**src/rtl/seq_mult4_if.sv**
```systemverilog
// Start/operand/result bundle for the sequential shift-and-add multiplier.
// The master drives operands and start; the slave returns product, busy and done.
interface seq_mult4_if #(
  parameter int unsigned N = 4
);
  logic             start;
  logic [N-1:0]     a;
  logic [N-1:0]     b;
  logic [2*N-1:0]   product;
  logic             busy;
  logic             done;

  modport master (
    output start,
    output a,
    output b,
    input  product,
    input  busy,
    input  done
  );

  modport slave (
    input  start,
    input  a,
    input  b,
    output product,
    output busy,
    output done
  );
endinterface

```
**src/rtl/seq_mult4.sv**
```systemverilog
// Unsigned N x N sequential multiplier: one ripple-carry adder, N add/shift iterations,
// IDLE -> CALC (N cycles) -> DONE (1 cycle) control flow.
module seq_mult4 #(
  parameter int unsigned N = 4
) (
  input  logic        clk,
  input  logic        rst_n,
  seq_mult4_if.slave  bus
);

  localparam int unsigned CntW = $clog2(N + 1);
  localparam logic [CntW-1:0] CntLast = CntW'(N - 1);

  typedef enum logic [1:0] {
    StIdle,
    StCalc,
    StDone
  } state_e;

  state_e           state_q, state_d;
  logic [N-1:0]     m_q, m_d;
  // Accumulator {HI, LO}; the C bit is always zero after each shift, so the
  // add carry only exists combinationally before it moves into HI[N-1].
  logic [2*N-1:0]   acc_q, acc_d;
  logic [CntW-1:0]  cnt_q, cnt_d;
  logic [2*N-1:0]   product_q, product_d;

  logic [N-1:0]     hi;
  logic [N-1:0]     lo;
  logic [N-1:0]     addend;
  logic [N-1:0]     sum;
  logic [N:0]       carry;
  logic [2*N-1:0]   acc_shift;

  assign hi = acc_q[2*N-1:N];
  assign lo = acc_q[N-1:0];

  // Gating M by LO[0] makes the no-add case fall out of the same adder: HI + 0.
  assign addend = m_q & {N{lo[0]}};

  // Ripple chain of full-adder cells, carry-in of bit 0 tied low.
  always_comb begin
    carry    = '0;
    sum      = '0;
    carry[0] = 1'b0;
    for (int i = 0; i < int'(N); i++) begin
      sum[i]     = hi[i] ^ addend[i] ^ carry[i];
      carry[i+1] = (hi[i] & addend[i]) | (hi[i] & carry[i]) | (addend[i] & carry[i]);
    end
  end

  assign acc_shift = {carry[N], sum, lo[N-1:1]};

  always_ff @(posedge clk or negedge rst_n) begin
    if (!rst_n) begin
      state_q <= StIdle;
    end else begin
      state_q <= state_d;
    end
  end

  always_comb begin
    state_d   = state_q;
    m_d       = m_q;
    acc_d     = acc_q;
    cnt_d     = cnt_q;
    product_d = product_q;
    unique case (state_q)
      StIdle: begin
        if (bus.start) begin
          m_d     = bus.a;
          acc_d   = {{N{1'b0}}, bus.b};
          cnt_d   = '0;
          state_d = StCalc;
        end
      end
      StCalc: begin
        acc_d = acc_shift;
        cnt_d = cnt_q + CntW'(1);
        if (cnt_q == CntLast) begin
          product_d = acc_shift;
          state_d   = StDone;
        end
      end
      StDone: begin
        // start is deliberately not looked at here; it is taken next cycle in IDLE.
        state_d = StIdle;
      end
      default: begin
        state_d = StIdle;
      end
    endcase
  end

  always_ff @(posedge clk or negedge rst_n) begin
    if (!rst_n) begin
      m_q       <= '0;
      acc_q     <= '0;
      cnt_q     <= '0;
      product_q <= '0;
    end else begin
      m_q       <= m_d;
      acc_q     <= acc_d;
      cnt_q     <= cnt_d;
      product_q <= product_d;
    end
  end

  assign bus.product = product_q;
  assign bus.busy    = (state_q != StIdle);
  assign bus.done    = (state_q == StDone);

endmodule

```
**src/flat_wrapper.sv**
```systemverilog
// flat-port wrapper written by rule: the top's interface ports become plain ports
module seq_mult4_flat 
#(
  parameter int unsigned N = 4
)
  (clk, rst_n, bus_start, bus_a, bus_b, bus_product, bus_busy, bus_done);
  seq_mult4_if #(.N(N)) bus_i ();
  input  logic clk;
  input  logic rst_n;
  input wire logic [$bits(bus_i.start)-1:0] bus_start;
  input wire logic [$bits(bus_i.a)-1:0] bus_a;
  input wire logic [$bits(bus_i.b)-1:0] bus_b;
  output wire logic [$bits(bus_i.product)-1:0] bus_product;
  output wire logic [$bits(bus_i.busy)-1:0] bus_busy;
  output wire logic [$bits(bus_i.done)-1:0] bus_done;
  assign bus_i.start = bus_start;
  assign bus_i.a = bus_a;
  assign bus_i.b = bus_b;
  assign bus_product = bus_i.product;
  assign bus_busy = bus_i.busy;
  assign bus_done = bus_i.done;
  seq_mult4 #(.N(N)) u_core (.clk(clk), .rst_n(rst_n), .bus(bus_i));
endmodule
```
**config.mk**
```make
export PLATFORM = sky130hd
export DESIGN_NAME = seq_mult4_flat
export DESIGN_NICKNAME = d
export VERILOG_FILES = /design/src/rtl/seq_mult4_if.sv /design/src/rtl/seq_mult4.sv /design/src/flat_wrapper.sv
export SDC_FILE = /design/constraint.sdc
export NUM_CORES = 1
export LEC_CHECK = 0
export BUFFER_PORTS_ARGS = -buffer_cell sky130_fd_sc_hd__buf_2
export CORE_MARGIN = 4
export CORE_UTILIZATION = 57
export DETAILED_ROUTE_END_ITERATION = 10
export GPL_TIMING_DRIVEN = 0
export PLACE_DENSITY = 0.81
export SLEW_MARGIN = 20
export SYNTH_ARGS = -nofsm -noshare
export SYNTH_HDL_FRONTEND = slang
export SYNTH_SLANG_ARGS = --single-unit
```
**constraint.sdc**
```tcl
create_clock -name clk -period 3.7 [get_ports clk]
set_input_delay 0.37 -clock clk [delete_from_list [all_inputs] [get_ports clk]]
set_output_delay 0.37 -clock clk [all_outputs]
set_load 0.005 [all_outputs]
```
==> results of run 1 <==
-- cells by family (layout without fill, tap and decap cells) --
kind of cell             Yosys count  in the layout  synth area share [%]
flip-flops                        25             25                 55.01
multiplexers                       7              7                 6.931
AO/OA/AOI/OAI                     21             21                 12.32
adder cells (fa/ha/maj)            6              6                 8.581
buffers and inverters             12             36                 4.511
AND/OR/NAND/NOR                   26             26                 12.65
-- per-layer routing --
metal,track usage (%),routed length (µm),vias to the layer above
met4,10.21,48,0
met1,24.34,978,363
li1,-,-,379
met5,0,0,-
met3,3.419,67,4
met2,25.83,858,15
-- area by class of cell --
cell class,instances,share of cell area [%]
well taps,25,2.413
clock buffers,3,1.737
inverters,9,2.606
multi-input cells,60,35.52
clock inverters,1,0.3861
repair buffers,20,7.722
flip-flops and latches,25,48.26
plain buffers,3,1.351
-- worst paths after layout --
check	start	end	slack [ns]
worst max register to register	u_core.acc_q[0]	u_core.bus.product[6]	1.58
worst max-delay path	u_core.acc_q[0]	u_core.bus.product[6]	1.58
worst min-delay path	rst_n	u_core.cnt_q[0]	0.01
worst min register to register	u_core.bus.product[6]	u_core.bus.product[6]	0.50
min in group clk	bus_a[3]	u_core.m_q[3]	0.27
max in group asynchronous	rst_n	u_core.state_q[1]	3.33
-- cell usage after synthesis --
| cell | instances | area, µm² |
|---|---|---|
| sky130_fd_sc_hd__fa_1 | 3 | 60.06 |
| sky130_fd_sc_hd__or2_1 | 1 | 6.260 |
| sky130_fd_sc_hd__mux2_2 | 7 | 78.83 |
| sky130_fd_sc_hd__o21bai_1 | 1 | 7.510 |
| sky130_fd_sc_hd__nor2b_1 | 2 | 12.51 |
| sky130_fd_sc_hd__nand2b_1 | 4 | 25.02 |
| sky130_fd_sc_hd__a2bb2oi_1 | 2 | 17.52 |
| sky130_fd_sc_hd__buf_4 | 1 | 7.510 |
| sky130_fd_sc_hd__o21ai_0 | 10 | 50.05 |
| sky130_fd_sc_hd__a22o_1 | 1 | 8.760 |
| sky130_fd_sc_hd__or3b_1 | 1 | 8.760 |
| sky130_fd_sc_hd__inv_1 | 9 | 33.78 |
| sky130_fd_sc_hd__o221a_2 | 1 | 11.26 |
| sky130_fd_sc_hd__nor3b_4 | 1 | 18.77 |
| sky130_fd_sc_hd__nand2_1 | 12 | 45.04 |
| sky130_fd_sc_hd__o22a_1 | 2 | 17.52 |
| sky130_fd_sc_hd__nand3b_1 | 1 | 7.510 |
| sky130_fd_sc_hd__buf_2 | 2 | 10.01 |
| sky130_fd_sc_hd__a21oi_1 | 1 | 5.000 |
| sky130_fd_sc_hd__and2_1 | 2 | 12.51 |
| sky130_fd_sc_hd__dfrtp_1 | 25 | 625.6 |
| sky130_fd_sc_hd__a221o_1 | 1 | 10.01 |
| sky130_fd_sc_hd__ha_1 | 3 | 37.54 |
| sky130_fd_sc_hd__o22ai_1 | 2 | 12.51 |
| sky130_fd_sc_hd__nor2_1 | 2 | 7.510 |
-- power by group through the flow --
| stage | Sequential, W | Clock (W) | Combinational (W) |
|---|---|---|---|
| 2_1_floorplan | 0.000469 | 0 | 0.000328 |
| 3_3_place_gp | 0.000474 | 0 | 0.000449 |
| 3_5_place_dp | 0.000481 | 0 | 0.000463 |
| 4_1_cts | 0.000475 | 0.000124 | 0.000465 |
| 5_1_grt | 0.000491 | 0.000135 | 0.000526 |
| 6_report | 0.000476 | 0.000119 | 0.000460 |
-- registers in the layout, summed over array words and instances (netlist names) --
signal and cells:
u_core.acc_q 8, u_core.bus.product 8, u_core.cnt_q 3, u_core.m_q 4, u_core.state_q 2
-- critical path: stages (launching register included) --
cell and delay, ns:
sky130_fd_sc_hd__dfrtp_1 0.45, sky130_fd_sc_hd__and2_1 0.16, sky130_fd_sc_hd__ha_1 0.17, sky130_fd_sc_hd__inv_1 0.06, sky130_fd_sc_hd__fa_1 0.15, sky130_fd_sc_hd__inv_1 0.05
sky130_fd_sc_hd__fa_1 0.35, sky130_fd_sc_hd__inv_1 0.07, sky130_fd_sc_hd__fa_1 0.41, sky130_fd_sc_hd__o21ai_0 0.17
-- metrics by stage --
stage / hold slack (ns) / util [%] / cells / worst slack [ns] / power [W]
after detailed placement: 0.3815 / 70.42 / 142 / 1.626 / 0.0009448
after CTS: 0.01942 / 71.94 / 146 / 1.599 / 0.001064
after global placement: 0.3781 / 70.42 / 142 / 1.661 / 0.0009235
final: 0.01071 / 71.94 / 146 / 1.583 / 0.001055
after floorplan: 0.07441 / - / 97 / 1.728 / 0.0007970
after global routing: 0.03390 / 71.94 / 146 / 1.439 / 0.001152
-- cells in the final DEF (no fill, tap or decap), drive strengths merged --
cell type / count
fa: 3
nor3b: 1
clkinv: 1
a22o: 1
buf: 23
nand3b: 1
ha: 3
and2: 2
o22ai: 2
dfrtp: 25
mux2: 7
o21ai: 10
o22a: 2
or3b: 1
a221o: 1
a21oi: 1
nand2: 12
nand2b: 4
a2bb2oi: 2
o221a: 1
nor2: 2
or2: 1
inv: 9
nor2b: 2
clkbuf: 3
o21bai: 1
==> results.cfg, run 1 <==
[pwr]
register_share_of_total_power_pct = 45.1
switching_share_pct = 36.45
leakage_power_nw = 0.6311
share_comb_of_total_power_pct = 43.6
cellInternalPower_w = 0.0006704
p_per_area_nw_per_um2 = 813.8
total_switching_power_w = 0.0003844
power.ir.vdd_worst_v = 0.0005584
power_frac_clock_pct = 11.3

[timing]
worst_pin_slew_ns = 0.5308
finalWorstPathRequiredPeriod_ns = 2.117
total_negative_slack_for_setup_checks_ns = 0
slew_margin_rel_pct = 64.61
setup_violations = 0
unrepaired_setup_endpoints_after_global_routing = false
final_min_period_over_clock_period_pct = 57.22
number_of_pins_with_negative_max_slew_slack_in_the_final_report = 0
fmax_ghz = 0.4723
finalClockSkew_ns = 0.007105
finalHoldViolCount = 0

[logic_synthesis]
synthesis.nets = 114
synth_seq_area_share_pct = 55.01
synthCells = 97
synth_area_um2 = 1137
yosys_warnings = 0
syn_area_per_cell_um2 = 11.73
synth.lib_cells_used.distinct = 25
post_synthesis_sequential_element_count = 25

[critical_path]
worst-endpoint-required_ns = 3.95
path_class = reg -> reg
critical_path.endpoint_type = flip-flop
register_to_register_path_depth = 9
worst-path-max-fanout = 5
worst_setup_path_start_kind = flip-flop
worst-endpoint-arrival_ns = 2.36

[floorplanning]
die_x_um = 52.67
die_height_um = 52.67
initial_core_utilization_pct = 63.13
core_um2 = 1802
ios = 21
fp-row-count = 15
fp.dieArea_um2 = 2774

[clock_tree]
ctsRootBufferMaster = sky130_fd_sc_hd__clkbuf_4
number_of_buffers_added_by_the_clock_tree_synthesis_step = 3
cts_tree = done
cts_repair_resize_count = 0
clkSinkCount = 25
htree_num_levels = 1
clock_latency_ns = 0.32
clk_transition_reported_paths_ns = 0.13
clock_tree.buffer_depth = 2
cts_hold_buf = 0
postCtsSetupRepairBufs = 0

[detailed_routing]
detail_route.drc_violations = 0
dr.first_iter.drc_count = 6
drt_first_pass_iters = 4
antenna_violating_nets_post_route = 0
drt-wirelength-per-cell_um = 13.38
number_of_vias_in_the_routed_layout = 761
post_dr_vias_cell = 5.212
postRouteWirelength_mm = 1.953

[placement]
gp_congestion = 0.7999
port_buffers = 20
cell_area_reported_after_detailed_placement_um2 = 1269
post-dp-hpwl_mm = 1.467

[grt]
via_count_of_the_first_global_routing_pass = 753
track_usage_pct = 17.68
gr_ovfl_total = 0
first_pass_grt_wire_length_mm = 3.450
largest_net_degree_at_the_start_of_global_routing = 26
grt_antenna_before_repair = 0

[final_layout]
syn_to_final_growth_pct = 13.97
drive_gt1_share_pct = 29.75
seqCellArea_um2 = 625.6
multi_input_comb_area_um2 = 460.4
fill_cells = 147
finish.instance_area_um2 = 1296
final_nets = 139
diodes = 0

[worst_hold_path]
timing.hold.worst.class = in -> async

[flow_run]
drv_cap = 0

[status]
outcome = finished clean
No activity file was read; power rests on OpenSTA's default activity.
==> run 2, diff against run 1 <==
- CORE_UTILIZATION: 57 -> 48
- PLACE_DENSITY: 0.81 -> 0.73
- clock period: 3.7 -> 1.8 ns (I/O delays scaled with it)
==> run 2 against run 1 <==
The run now ends with setup timing left; cell count is 3.4% higher; routed wire length is 14% higher; hold slack better by 0.070 ns; register-to-register slack worse by 1.8 ns; die area is 16% higher; cell area is 4.3% higher; highest routed layer unchanged.
==> results.cfg, run 2 (synthesis gave the netlist of run 1 again) <==
[clock_tree]
clock_tree.buffer_depth = 2
htree_num_levels = 1
number_of_buffers_added_by_the_clock_tree_synthesis_step = 3
ctsRootBufferMaster = sky130_fd_sc_hd__clkbuf_4
cts_tree = done
clock_latency_ns = 0.32
clkSinkCount = 25
clk_transition_reported_paths_ns = 0.14

[critical_path]
cpLargestDelayFamily = adder cells
worst-path-max-fanout = 2
crit_path_cell_trace = and2_4 -> ha_4 -> inv_2 -> fa_2 -> inv_2 -> fa_2 -> inv_2 -> fa_2 -> o21ai_2
critPathMaxStageDelay_ns = 0.45
worst-endpoint-arrival_ns = 2.27
worst_setup_path_start_kind = flip-flop
critical_path_buffer_and_inverter_count = 3
crit_slowest_cell = sky130_fd_sc_hd__fa_2
path_class = reg -> reg
worst-endpoint-required_ns = 2.06
critical_path.endpoint_type = flip-flop

[pwr]
total_switching_power_w = 0.0008726
share_comb_of_total_power_pct = 47.1
switching_share_pct = 37.51
leakage_power_nw = 0.6392
power_frac_clock_pct = 10.8
register_share_of_total_power_pct = 42.1
post-layout-total-power_w = 0.002326
p_per_area_nw_per_um2 = 1720
cellInternalPower_w = 0.001454
power.ir.vdd_worst_v = 0.001121

[detailed_routing]
dr.first_iter.drc_count = 14
postRouteWirelength_mm = 2.234
drt_first_pass_iters = 6
drt-wirelength-per-cell_um = 14.79
number_of_vias_in_the_routed_layout = 818
antenna_violating_nets_post_route = 0
post_dr_vias_cell = 5.417
detail_route.drc_violations = 0

[final_layout]
final_nets = 141
drive_gt1_share_pct = 38.21
diodes = 0
finish.instance_area_um2 = 1353
fill_cells = 180
final_cell_mix = 25 x sky130_fd_sc_hd__dfrtp_1, 22 x sky130_fd_sc_hd__buf_2, 12 x sky130_fd_sc_hd__nand2_1
layout.cells.most_common = sky130_fd_sc_hd__dfrtp_1
syn_to_final_growth_pct = 18.92

[worst_hold_path]
timing.hold.worst.class = in -> reg

[timing]
final_min_period_over_clock_period_pct = 111.6
finalClockSkew_ns = 0.007120
total_negative_slack_for_setup_checks_ns = -0.4881
finalWorstPathRequiredPeriod_ns = 2.009
setup_violations = 4
finalHoldViolCount = 0
fmax_ghz = 0.4978
unrepaired_setup_endpoints_after_global_routing = true
worst_pin_slew_ns = 0.5508
slew_margin_rel_pct = 63.14
final_critical_path_setup_slack_ns = -0.2087
number_of_pins_with_negative_max_slew_slack_in_the_final_report = 0

[floorplanning]
die_height_um = 56.68
core_um2 = 2233
die_x_um = 56.68
initial_core_utilization_pct = 50.92
ios = 21
fp.dieArea_um2 = 3212
fp-row-count = 17

[grt]
track_usage_pct = 15.28
gr_ovfl_total = 0
via_count_of_the_first_global_routing_pass = 839
grt_antenna_before_repair = 0
largest_net_degree_at_the_start_of_global_routing = 26
first_pass_grt_wire_length_mm = 3.739

[placement]
cell_area_reported_after_detailed_placement_um2 = 1280
port_buffers = 20
post-dp-hpwl_mm = 1.601
gp_congestion = 0.7465

[status]
outcome = finished with violations
failed_checks = setup timing

[flow_run]
drv_cap = 0
-- run 2: per-layer routing --
layer  track usage [%]  vias up  routed length, µm
met5                 0        -                  0
met4             6.780        0                 24
met3             2.529        6                123
met2             26.24       27               1148
met1             18.64      402                937
li1                  -      383                  -
-- run 2: final timing paths --
check                                 startpoint               endpoint  slack [ns]  cells after the start
setup reg to reg                   u_core.m_q[0]        u_core.acc_q[6]       -0.21                      9
setup / recovery                   u_core.m_q[0]        u_core.acc_q[6]       -0.21                      9
min in group asynchronous                  rst_n          u_core.m_q[1]        0.36                      2
hold reg to reg            u_core.bus.product[6]  u_core.bus.product[6]        0.49                      2
hold / removal                          bus_a[2]          u_core.m_q[2]        0.08                      2
max in group asynchronous                  rst_n        u_core.acc_q[2]        1.08                      2
-- run 2: per-stage QoR --
stage,utilization [%],hold WS [ns],worst slack [ns],cells
floorplan,-,-0.1156,-0.1251,97
global placement,57.31,0.1890,-0.2029,145
detailed placement,57.31,0.1970,-0.2389,145
CTS,59.27,0.08330,-0.2035,151
global route,60.56,0.06965,-0.2676,151
finish,60.56,0.08078,-0.2087,151
-- run 2: cell type report --
class | count | area (µm²) | share of cell area (%)
buffer | 3 | 17.52 | 1.295
clock buffer | 4 | 26.28 | 1.943
inverter | 9 | 33.78 | 2.498
multi-input combinational | 60 | 496.7 | 36.73
sequential | 25 | 625.6 | 46.25
tap | 28 | 35.03 | 2.590
timing repair buffer | 22 | 117.6 | 8.696
-- run 2: worst register-to-register path, delay by kind of cell (launching register included) --
family,cells,cell delay (ns)
buffers and inverters,3,0.15
flip-flops,1,0.41
AO/OA/AOI/OAI,1,0.12
AND/OR/NAND/NOR,1,0.17
adder cells (fa/ha/maj),4,1.11
-- run 2: repair_timing --
item	4_1_cts	5_1_grt
resized for setup	1	7
hold endpoints to repair	25	0
hold buffers	1	0
buffers inserted	1	0
setup endpoints to repair	6	6
-- run 2: power by group through the flow --
stage / registers [W] / clock network (W) / logic, W
after CTS: 0.000967 / 0.000251 / 0.00103
final: 0.000979 / 0.000252 / 0.00110
after detailed placement: 0.000988 / 0 / 0.000998
after floorplan: 0.000964 / 0 / 0.000702
after global routing: 0.00102 / 0.000272 / 0.00126
after global placement: 0.000977 / 0 / 0.000966
==> run 3, diff against run 2 <==
- ABC_AREA: not set -> 1
==> run 3 against run 2 <==
The run still ends with setup timing left; maximum frequency up 3.3%; combinational power is 15% lower; register-to-register slack improved by 0.06 ns; die area increased by 2.6%; global-route usage decreased by 0.50 points; utilization down 0.58 points; sequential power is 6.1% lower; area after synthesis rose by 3.0%; cell count increased by 22%; sequential share of layout area shrank 0.42 points; largest power group unchanged.
==> results.cfg, run 3 <==
[logic_synthesis]
post_synth_main_area_contributors = sky130_fd_sc_hd__dfrtp_1 53%, sky130_fd_sc_hd__nand2_1 18%, sky130_fd_sc_hd__fa_1 5.1%
synth_area_leader_cell = sky130_fd_sc_hd__dfrtp_1
synth_area_um2 = 1171
synthesis.nets = 147
synth_commonest_cells = 57 x sky130_fd_sc_hd__nand2_1, 25 x sky130_fd_sc_hd__dfrtp_1, 12 x sky130_fd_sc_hd__inv_1, 9 x sky130_fd_sc_hd__nand3_1, 6 x sky130_fd_sc_hd__o21ai_0
yosys_warnings = 0
syn_area_per_cell_um2 = 9.009
dominantRegCellSynth = sky130_fd_sc_hd__dfrtp_1
synth-async-reset-ratio_pct = 100.0
synth.lib_cells_used.distinct = 15
yosysMostFrequentCell = sky130_fd_sc_hd__nand2_1
synthCells = 130
synth_seq_area_share_pct = 53.42
synth_edf_count = 0
post_synthesis_sequential_element_count = 25
synth_top_area_share_pct = 53.42

[floorplanning]
fp.dieArea_um2 = 3294
initial_core_utilization_pct = 51.46
die_x_um = 57.40
ios = 21
die_height_um = 57.40
fp-row-count = 17
core_um2 = 2276

[detailed_routing]
post_dr_vias_cell = 4.924
postRouteWirelength_mm = 2.140
dr.first_iter.drc_count = 21
drt_first_pass_iters = 4
drt-wirelength-per-cell_um = 11.63
number_of_vias_in_the_routed_layout = 906
antenna_violating_nets_post_route = 0
detail_route.drc_violations = 0

[timing]
unrepaired_setup_endpoints_after_global_routing = true
finalHoldViolCount = 0
number_of_pins_with_negative_max_slew_slack_in_the_final_report = 0
worst_pin_slew_ns = 0.5530
slew_margin_rel_pct = 63.13
final_critical_path_setup_slack_ns = -0.1439
finalWorstPathRequiredPeriod_ns = 1.944
final_min_period_over_clock_period_pct = 108.0
fmax_ghz = 0.5144
finalClockSkew_ns = 0.006366
final.hold.worst_slack_ns = 0.09359
setup_violations = 4

[grt]
track_usage_pct = 14.78
largest_net_degree_at_the_start_of_global_routing = 26
grt_antenna_before_repair = 0
gr_ovfl_total = 0
first_pass_grt_wire_length_mm = 3.822
via_count_of_the_first_global_routing_pass = 911

[final_layout]
layout.cells.most_common = sky130_fd_sc_hd__nand2_1
diodes = 0
final_cell_mix = 57 x sky130_fd_sc_hd__nand2_1, 25 x sky130_fd_sc_hd__dfrtp_1, 20 x sky130_fd_sc_hd__buf_2
final_nets = 174
drive_gt1_share_pct = 26.92
syn_to_final_growth_pct = 16.56
fill_cells = 210
seqCellArea_um2 = 625.6
multi_input_comb_area_um2 = 466.7
final_cell_utilization_of_the_core_pct = 59.98

[critical_path]
critical_path.endpoint_type = flip-flop
crit_top_cell = sky130_fd_sc_hd__inv_2
crit_path_cell_trace = nand2_1 -> inv_1 -> ha_2 -> inv_2 -> fa_2 -> inv_2 -> fa_2 -> inv_2 -> fa_1 -> o21ai_1
worst-endpoint-required_ns = 2.01
worst_setup_path_start_kind = flip-flop
path_class = reg -> reg
crit_slowest_cell = sky130_fd_sc_hd__fa_1
worst-endpoint-arrival_ns = 2.15
critPathMaxStageDelay_ns = 0.49
worst-path-max-fanout = 2

[clock_tree]
ctsRootBufferMaster = sky130_fd_sc_hd__clkbuf_4
htree_num_levels = 1
number_of_buffers_added_by_the_clock_tree_synthesis_step = 3
clock_tree.buffer_depth = 2
clkSinkCount = 25
clk_transition_reported_paths_ns = 0.13
cts_tree = done
clock_latency_ns = 0.31

[status]
failed_checks = setup timing
outcome = finished with violations

[pwr]
p_per_area_nw_per_um2 = 1533
leakage_power_nw = 0.7390
post-layout-total-power_w = 0.002092
power.ir.vdd_worst_v = 0.0009828

[flow_run]
drv_cap = 0

[placement]
post-dp-hpwl_mm = 1.628
gp_congestion = 0.7498
port_buffers = 20
place_ws_ns = -0.2242

[worst_hold_path]
timing.hold.worst.class = in -> reg
-- run 3: changes by cell type after synthesis, moves of 3 or more --
cell / before / now
sky130_fd_sc_hd__o21ai_0: 10 / 6
sky130_fd_sc_hd__nand3_1: 0 / 9
sky130_fd_sc_hd__nand2b_1: 4 / 0
sky130_fd_sc_hd__buf_6: 0 / 4
sky130_fd_sc_hd__mux2_2: 7 / 0
sky130_fd_sc_hd__o21ai_1: 0 / 5
sky130_fd_sc_hd__inv_1: 9 / 12
sky130_fd_sc_hd__nand2_1: 12 / 57
-- run 3: final cells by class --
type	count	share of cell area (%)
Multi-Input combinational cell	88	34.19
Buffer	4	3.300
Inverter	13	3.575
Sequential cell	25	45.83
Timing Repair Buffer	22	8.616
Tap cell	28	2.566
Clock buffer	4	1.925
-- run 3: metal layers --
metal	vias up	wire, µm	global-route usage, %
met5	-	0	0
met4	0	11	5.629
met3	2	81	2.941
met2	13	1090	24.84
met1	435	957	18.65
li1	456	-	-
-- run 3: through the flow --
| step | TNS [ns] | instance area (µm²) | cells |
|---|---|---|---|
| after floorplan | -0.1684 | 1176 | 130 |
| after global placement | -0.6207 | 1311 | 178 |
| after detailed placement | -0.7556 | 1311 | 178 |
| after CTS | -0.4924 | 1358 | 184 |
| after global routing | -0.8165 | 1365 | 184 |
| final | -0.3940 | 1365 | 184 |
-- run 3: path summary, 6_finish.rpt --
| check | from | endpoint | slack, ns | cells after the start |
|---|---|---|---|---|
| worst max register to register | u_core.acc_q[0] | u_core.bus.product[6] | -0.14 | 10 |
| worst min-delay path | bus_a[0] | u_core.m_q[0] | 0.09 | 3 |
| max in group asynchronous | rst_n | u_core.bus.product[2] | 1.06 | 2 |
| worst min register to register | u_core.bus.product[3] | u_core.bus.product[3] | 0.49 | 2 |
| worst max-delay path | u_core.acc_q[0] | u_core.bus.product[6] | -0.14 | 10 |
| min in group asynchronous | rst_n | u_core.acc_q[5] | 0.37 | 2 |
-- run 3: power breakdown --
| part | internal, W | switching (W) | total [W] |
|---|---|---|---|
| registers | 0.000785 | 0.000133 | 0.000919 |
| clock network | 0.0000863 | 0.000154 | 0.000241 |
| logic | 0.000399 | 0.000534 | 0.000933 |
| total | 0.00127 | 0.000822 | 0.00209 |
-- run 3: timing repair --
item                                   in CTS  in global routing
hold buffers                                1                  0
resized for setup                           3                  3
setup endpoints to repair                   6                  6
pin swaps                                   2                  4
setup buffers                               1                  0
endpoints found under the hold margin      25                  0
-- run 3: worst max-delay path: cells and delay by family (launching register included) --
family / cells / cell delay [ns]
fa+ha+maj: 4 / 1.16
compound gates: 1 / 0.07
simple gates: 1 / 0.06
buf+inv: 4 / 0.18
flops: 1 / 0.38
-- run 3: kinds of logic (layout without fill, tap and decap cells) --
family / Yosys count / in the layout / share of synthesized area, %
compound gates: 12 / 12 / 5.449
simple gates: 70 / 70 / 24.79
fa+ha+maj: 6 / 6 / 8.334
flops: 25 / 25 / 53.42
buf+inv: 17 / 43 / 8.012
